[src/rtl/adder_pkg.sv]
// Shared types and helpers for the pipelined adder: chunk width and per-stage control word.
package adder_pkg;

  function automatic int chunk_w(input int n, input int stages);
    return n / stages;
  endfunction

  // Control bits that ride alongside each chunk of data through the pipeline.
  typedef struct packed {
    logic valid;
    logic carry;
    logic a_sign;
    logic b_sign;
  } stage_t;

endpackage

[src/rtl/adder_stage.sv]
// One pipeline slice: adds the lowest W bits of the remaining operands plus the incoming carry,
// shifts the result chunk into the top of the running sum, and registers everything under en.
module adder_stage
  import adder_pkg::*;
#(
  parameter int N = 32,
  parameter int W = 8
) (
  input  logic         clk,
  input  logic         rst,
  input  logic         en,
  input  stage_t       ctl_i,
  input  logic [N-1:0] sum_i,
  input  logic [N-1:0] a_i,
  input  logic [N-1:0] b_i,
  output stage_t       ctl_o,
  output logic [N-1:0] sum_o,
  output logic [N-1:0] a_o,
  output logic [N-1:0] b_o
);

  logic [W:0]   chunk;
  logic [N-1:0] chunk_ext;
  stage_t       ctl_d, ctl_q;
  logic [N-1:0] sum_d, sum_q;
  logic [N-1:0] a_d, a_q;
  logic [N-1:0] b_d, b_q;

  // Result chunks enter at the top and move down, so after the last stage S is in place.
  always_comb begin
    chunk       = {1'b0, a_i[W-1:0]} + {1'b0, b_i[W-1:0]} + {{W{1'b0}}, ctl_i.carry};
    chunk_ext   = N'(chunk[W-1:0]);
    ctl_d       = ctl_i;
    ctl_d.carry = chunk[W];
    sum_d       = (sum_i >> W) | (chunk_ext << (N - W));
    a_d         = a_i >> W;
    b_d         = b_i >> W;
  end

  always_ff @(posedge clk) begin
    if (rst) begin
      ctl_q <= '0;
      sum_q <= '0;
      a_q   <= '0;
      b_q   <= '0;
    end else if (en) begin
      ctl_q <= ctl_d;
      sum_q <= sum_d;
      a_q   <= a_d;
      b_q   <= b_d;
    end
  end

  assign ctl_o = ctl_q;
  assign sum_o = sum_q;
  assign a_o   = a_q;
  assign b_o   = b_q;

endmodule

[src/rtl/pipelined_adder.sv]
// STAGES-deep chunked adder with carry-in/out, signed overflow flag and valid/ready flow control.
// Optional saturation of S on overflow is enabled by defining PIPELINED_ADDER_SAT_EN.
module pipelined_adder
  import adder_pkg::*;
#(
  parameter int N      = 32,
  parameter int STAGES = 4
) (
  input  logic         clk,
  input  logic         rst,
  input  logic         in_valid,
  output logic         in_ready,
  input  logic [N-1:0] A,
  input  logic [N-1:0] B,
  input  logic         ci,
  output logic         out_valid,
  input  logic         out_ready,
  output logic [N-1:0] S,
  output logic         co,
  output logic         ovf
);

  localparam int W = chunk_w(N, STAGES);

  if (N % STAGES != 0) begin : g_bad_params
    $error("pipelined_adder: N must be a multiple of STAGES");
  end

  // Valid/ready: a beat moves on a rising edge when valid && ready. The whole pipe advances
  // as one (adv); while the output is stalled every stage holds, so in_ready follows adv.
  logic         adv;
  stage_t       ctl_in;
  logic [N-1:0] sum_in;
  stage_t       ctl_o [STAGES];
  logic [N-1:0] sum_o [STAGES];
  logic [N-1:0] a_o   [STAGES];
  logic [N-1:0] b_o   [STAGES];

  assign ctl_in = '{valid: in_valid, carry: ci, a_sign: A[N-1], b_sign: B[N-1]};
  assign sum_in = '0;

  for (genvar k = 0; k < STAGES; k++) begin : g_stage
    if (k == 0) begin : g_first
      adder_stage #(.N(N), .W(W)) u_stage (
        .clk(clk), .rst(rst), .en(adv),
        .ctl_i(ctl_in), .sum_i(sum_in), .a_i(A), .b_i(B),
        .ctl_o(ctl_o[k]), .sum_o(sum_o[k]), .a_o(a_o[k]), .b_o(b_o[k])
      );
    end else begin : g_next
      adder_stage #(.N(N), .W(W)) u_stage (
        .clk(clk), .rst(rst), .en(adv),
        .ctl_i(ctl_o[k-1]), .sum_i(sum_o[k-1]), .a_i(a_o[k-1]), .b_i(b_o[k-1]),
        .ctl_o(ctl_o[k]), .sum_o(sum_o[k]), .a_o(a_o[k]), .b_o(b_o[k])
      );
    end
  end

  stage_t       last;
  logic [N-1:0] sum_raw;
  logic         ovf_raw;

`ifdef PIPELINED_ADDER_SAT_EN
  localparam logic [N-1:0] SAT_MAX = {1'b0, {(N-1){1'b1}}};
  localparam logic [N-1:0] SAT_MIN = {1'b1, {(N-1){1'b0}}};
`endif

  always_comb begin
    last    = ctl_o[STAGES-1];
    sum_raw = sum_o[STAGES-1];
    ovf_raw = (last.a_sign == last.b_sign) && (sum_raw[N-1] != last.a_sign);
    adv     = !last.valid || out_ready;
`ifdef PIPELINED_ADDER_SAT_EN
    S       = ovf_raw ? (last.a_sign ? SAT_MIN : SAT_MAX) : sum_raw;
`else
    S       = sum_raw;
`endif
  end

  assign in_ready  = adv;
  assign out_valid = last.valid;
  assign co        = last.carry;
  assign ovf       = ovf_raw;

endmodule

[config.mk]
export PLATFORM = sky130hd
export DESIGN_NAME = pipelined_adder
export DESIGN_NICKNAME = d
export VERILOG_FILES = /design/src/rtl/adder_pkg.sv /design/src/rtl/adder_stage.sv /design/src/rtl/pipelined_adder.sv
export SDC_FILE = /design/constraint.sdc
export NUM_CORES = 1
export LEC_CHECK = 0
export CORE_MARGIN = 2
export CORE_UTILIZATION = 55
export CTS_BUF_LIST = sky130_fd_sc_hd__clkbuf_16
export DETAILED_ROUTE_END_ITERATION = 7
export PLACE_DENSITY = 0.8
export SLEW_MARGIN = 15
export SYNTH_ARGS = -nofsm -noshare
export SYNTH_HDL_FRONTEND = slang
export SYNTH_SLANG_ARGS = --single-unit
[constraint.sdc]
create_clock -name clk -period 5.6 [get_ports clk]
set_input_delay 0.56 -clock clk [delete_from_list [all_inputs] [get_ports clk]]
set_output_delay 0.56 -clock clk [all_outputs]
set_load 0.005 [all_outputs]
; After elaboration in Yosys (flattened, before gate mapping)
; Index checks and enable logic that the tools add are counted.
[word_totals]
reg_bits = 216
inputBits = 69
wordCells = 42
[classes]
n_addsub = 8
n_eq_ne = 2
n_bitwise = 3
reduce_logical = 3
[ops]
columns = cell, count
row1 = $or A24 B32 Y32, 3
row2 = $add A8 B8 Y9, 4
row3 = $add A9 B1 Y9, 4
row4 = $eq A1 B1 Y1, 1
row5 = $logic_and A1 B1 Y1, 1
row6 = $logic_not A1 Y1, 1
row7 = $logic_or A1 B1 Y1, 1
row8 = $ne A1 B1 Y1, 1

; Logic depth before layout (Yosys ltp)
[depth]
word_depth = 3
ltp_mapped = 6

; Cells and area by module
; From an unflattened synthesis, not the netlist that was laid out.
[hier_totals]
cells_unflattened = 1317
area_unflattened_um2 = 13726.9
[modules_own_cells]
columns = mod, n_inst, cells_each, area_per_inst_um2, seq_area_each_um2
row1 = adder_stage (g_stage[0].g_first.u_stage), 1, 328, 3437.0, 1681.6
row2 = adder_stage (g_stage[1].g_next.u_stage), 1, 328, 3427.0, 1681.6
row3 = adder_stage (g_stage[3].g_next.u_stage), 1, 328, 3420.8, 1681.6
row4 = adder_stage (g_stage[2].g_next.u_stage), 1, 328, 3409.5, 1681.6
row5 = pipelined_adder, 1, 5, 32.5, 0.0

; Worst setup path after synthesis
; No wires, ideal clock.
[synth_path]
kind = in2reg
start = input A[0]
end = register g_stage[0].g_first.u_stage.ctl_q, in the netlist g_stage[0].g_first.u_stage.ctl_o[2]
arrival_time_ps = 2325
setup_slack_ps = 3160
stages = 6
path_buffers = 0
cell_sequence = fa_1 -> fa_1 -> a211o_1 -> a211oi_1 -> o31ai_1 -> a31o_1
[synth_between]
elab_chain_len = 2
[synth_lines]
columns = element, line_no
row1 = from (decl), pipelined_adder.sv:13  ; input logic [N-1:0] A,
row2 = $add A8 B8 Y9, adder_stage.sv:31  ; chunk = {1'b0, a_i[W-1:0]} + {1'b0, b_i[W-1:0]} + {{W{1'b0}}, ctl_i.carry};
row3 = $add A9 B1 Y9, adder_stage.sv:31
row4 = to (signal assigned), adder_stage.sv:47  ; ctl_q <= ctl_d;
row5 = to (decl), adder_stage.sv:24  ; stage_t ctl_d, ctl_q;
; No other way between the ends.
; A chain may end at the register's enable or synchronous reset.

; Worst setup path in the final report
[layout_path]
start = input out_ready
end = register g_stage[2].g_next.u_stage.sum_q[31]
[layout_between]
elab_chain_len = 1
[layout_lines]
columns = element, line_no
row1 = from (decl), pipelined_adder.sv:17  ; input logic out_ready,
row2 = $logic_or A1 B1 Y1, pipelined_adder.sv:71  ; adv = !last.valid || out_ready;
row3 = to (signal assigned), adder_stage.sv:48  ; sum_q <= sum_d;
row4 = to (decl), adder_stage.sv:25  ; logic [N-1:0] sum_d, sum_q;
; No other way between the ends.

==> flow_summary.json <==
{
  "run_status": "completed",
  "crit_start": "out_ready",
  "rsz0062_at_grt": "false",
  "grt_overflow": 0,
  "cts.sinks": 186,
  "synthTopCellsByArea": "dfxtp_1 (47%), nand2_1 (16%), a21oi_1 (11%)",
  "path_class": "input port to register",
  "max_stage_delay_ns": 0.90,
  "fin_tns_setup_ns": 0,
  "cts_buffer_depth": 2,
  "maxCapViolations": 0,
  "fmax_ghz": 0.3372,
  "grt_max_degree": 115,
  "cp-end-kind": "register",
  "die_h_um": 123.6,
  "hp-class": "register to register",
  "syn-cell-area_sq_um": 7865,
  "num_vias": 6503,
  "insertion_delay_ns": 0.43,
  "crit_path_frequent_cell": "buf_4",
  "yosysTopAreaCell": "dfxtp_1",
  "crit_required_ns": 5.92,
  "cts-root-buf": "clkbuf_16",
  "drive_above_1_share_pct": 5.437,
  "syn-mean-instance-area_sq_um": 8.244,
  "drc": 0,
  "cts_inserted_buffers": 17,
  "ys_async_sr_fraction_pct": 0,
  "slew_viol_final": 0,
  "die_w_um": 123.6,
  "cts-htree-levels": 4,
  "synth_top_area_share_pct": 47.34,
  "fillers": 1161,
  "synth_flop_cell": "dfxtp_1",
  "dp_hpwl_um": 10590,
  "wl_per_cell_um": 13.65,
  "n_antenna_cell": 0,
  "r2r_slack_ns": 2.84,
  "core-area_sq_um": 13930,
  "dieArea_sq_um": 15270,
  "io_buffers": 104,
  "start_util_pct": 56.44,
  "postCtsSetupRepairBufs": 0,
  "worstPathArrival_ns": 3.28,
  "tightest_slew_ns": 1.021,
  "post-route-min-period_ns": 2.965,
  "irDropWorstVdd_uv": 220.3,
  "num_rows": 43,
  "antenna_found_initial": 0,
  "hold_path_depth": 2,
  "tritoncts": "yes",
  "timing.final.crit_share_pct": 52.95,
  "min_from": "g_stage[0].g_first.u_stage.b_o[11]",
  "via_per_inst": 5.374,
  "cp-start-kind": "input port",
  "crit_path_top_delay_cell": "buf_4",
  "ys_seq_area_share_pct": 47.34,
  "cts_hold_buffers": 0,
  "io-pin-count": 105,
  "ant_nets": 0,
  "reg2regPathDepth": 5,
  "synth_seq_cells": 186,
  "finalCoreUtilization_pct": 67.96,
  "dr.first_iter.drc_count": 591,
  "p_per_area_nw_per_um2": 309.6,
  "dr.pass1.iters": 5,
  "r2r_end": "g_stage[2].g_next.u_stage.sum_o[31]",
  "hold_viol": 0,
  "synth_warnings": 0,
  "grt_pass1_vias": 5657,
  "finalSetupViolCount": 0,
  "area_growth_pct": 20.41,
  "synth_edf_count": 0,
  "endpoint": "g_stage[2].g_next.u_stage.sum_o[31]",
  "path_clk_slew_ns": 0.06,
  "r2r_start": "g_stage[3].g_next.u_stage.ctl_o[3]",
  "cts_resized": 0,
  "path_max_fanout": 103,
  "netlist_instances": 954,
  "grt_pass1_wl_um": 27230,
  "p_leak_nw": 3.765,
  "path_cells": "clkdlybuf4s50_1, nor2b_4, buf_4, buf_4, nor3_1, a211o_1",
  "track_usage_pct": 22.46,
  "syn_nets": 1059,
  "ys_types": 48,
  "fin_skew_ns": 0.006102,
  "drt-total-wl_um": 16520,
  "slew_headroom_pct": 31.96,
  "nets": 1122,
  "gp_congestion": 0.8748
}
==> worst max-delay path: cells and delay by family <==
kind,cells,cell delay (ns)
AND/OR/NAND/NOR,2,0.27
buffers and inverters,3,2.10
AO/OA/AOI/OAI,1,0.32
==> cells by family (layout without fill, tap and decap cells) <==
| logic type | count (synthesis) | in the layout | share of synthesized area, % |
|---|---|---|---|
| compound gates | 260 | 260 | 20.97 |
| xor+xnor | 4 | 4 | 0.4454 |
| fa+ha+maj | 36 | 36 | 6.491 |
| buf+inv | 72 | 148 | 4.248 |
| flops | 186 | 186 | 47.34 |
| mux | 1 | 1 | 0.1273 |
| simple gates | 395 | 395 | 20.38 |
==> report_power, final <==
group | internal [mW] | switching, mW | total (mW)
Combinational | 0.144 | 0.139 | 0.282
Clock | 0.701 | 0.511 | 1.21
Sequential | 1.40 | 0.0422 | 1.44
==> cell usage in the layout (no fill, tap or decap), types with 5 or more instances in the layout <==
cell,instances
a21o_1,9
o21a_1,6
nor4b_1,5
clkdlybuf4s50_1,103
a21oi_1,171
a211o_1,16
nand2_1,333
or3_1,5
nand3_1,13
clkbuf_16,17
a211oi_1,15
dfxtp_1,186
nor3_1,7
fa_1,8
nor2_1,15
ha_1,28
a31oi_1,5
inv_1,7
==> layer usage <==
layer	vias to the layer above	wire length, um	global-route usage, %
met5	-	0	0
met1	2973	8246	33.05
met3	14	735	4.762
met4	0	182	6.818
met2	145	7352	33.07
li1	3371	-	-
==> cells in the mapped netlist (4+ instances only) <==
library cell  number
a211o_1           16
a211oi_1          15
a21o_1             9
ha_1              28
or3_1              5
nand3_1           13
inv_1              7
a31oi_1            5
buf_1              4
o21a_1             6
o21ai_0            4
clkbuf_1          38
or2_2              4
a21oi_1          171
a2111oi_4          4
nand2_1          333
xnor2_1            4
nor2_1            15
o21ai_1            4
fa_1               8
dfxtp_1          186
nand3b_1           4
buf_2             17
nor3_1             7
nor4b_1            5
==> metrics by stage <==
stage	total power, mW	instances	area, sq um	hold WS (ns)	worst slack, ns
finish	2.932	1210	9470	0.4513	2.635
floorplan	1.634	954	7865	0.4319	3.160
CTS	2.950	1210	9470	0.4532	2.653
detailed placement	1.746	1178	8871	0.4436	2.190
global route	3.049	1210	9470	0.4687	2.404
global placement	1.740	1178	8871	0.4378	2.212
==> worst min-delay path by stage <==
stage,slack [ns],endpoint
final,0.45,g_stage[0].g_first.u_stage.b_o[11]
after global routing,0.47,g_stage[0].g_first.u_stage.ctl_o[0]
after CTS,0.45,g_stage[0].g_first.u_stage.a_o[8]
after detailed placement,0.44,g_stage[0].g_first.u_stage.b_o[11]
after global placement,0.44,g_stage[0].g_first.u_stage.a_o[8]
after floorplan,0.43,g_stage[3].g_next.u_stage.sum_o[23]
==> cell type report <==
cell class,instances,area [sq um],share of cell area (%)
clock buffers,17,425.4,4.492
clock inverters,15,173.9,1.836
inverters,8,35.03,0.3699
multi-input cells,696,3815,40.28
flip-flops and latches,186,3724,39.32
well taps,180,225.2,2.378
repair buffers,108,1072,11.32
==> state kept, by name, indices dropped and copies added (netlist names) <==
signal / cells
g_stage.g_first.u_stage.sum_o: 8
g_stage.g_next.u_stage.b_o: 22
g_stage.g_first.u_stage.b_o: 23
g_stage.g_first.u_stage.ctl_o: 4
g_stage.g_next.u_stage.sum_o: 72
g_stage.g_next.u_stage.ctl_o: 12
g_stage.g_next.u_stage.a_o: 22
g_stage.g_first.u_stage.a_o: 23
(Power assumes the default switching activity.)
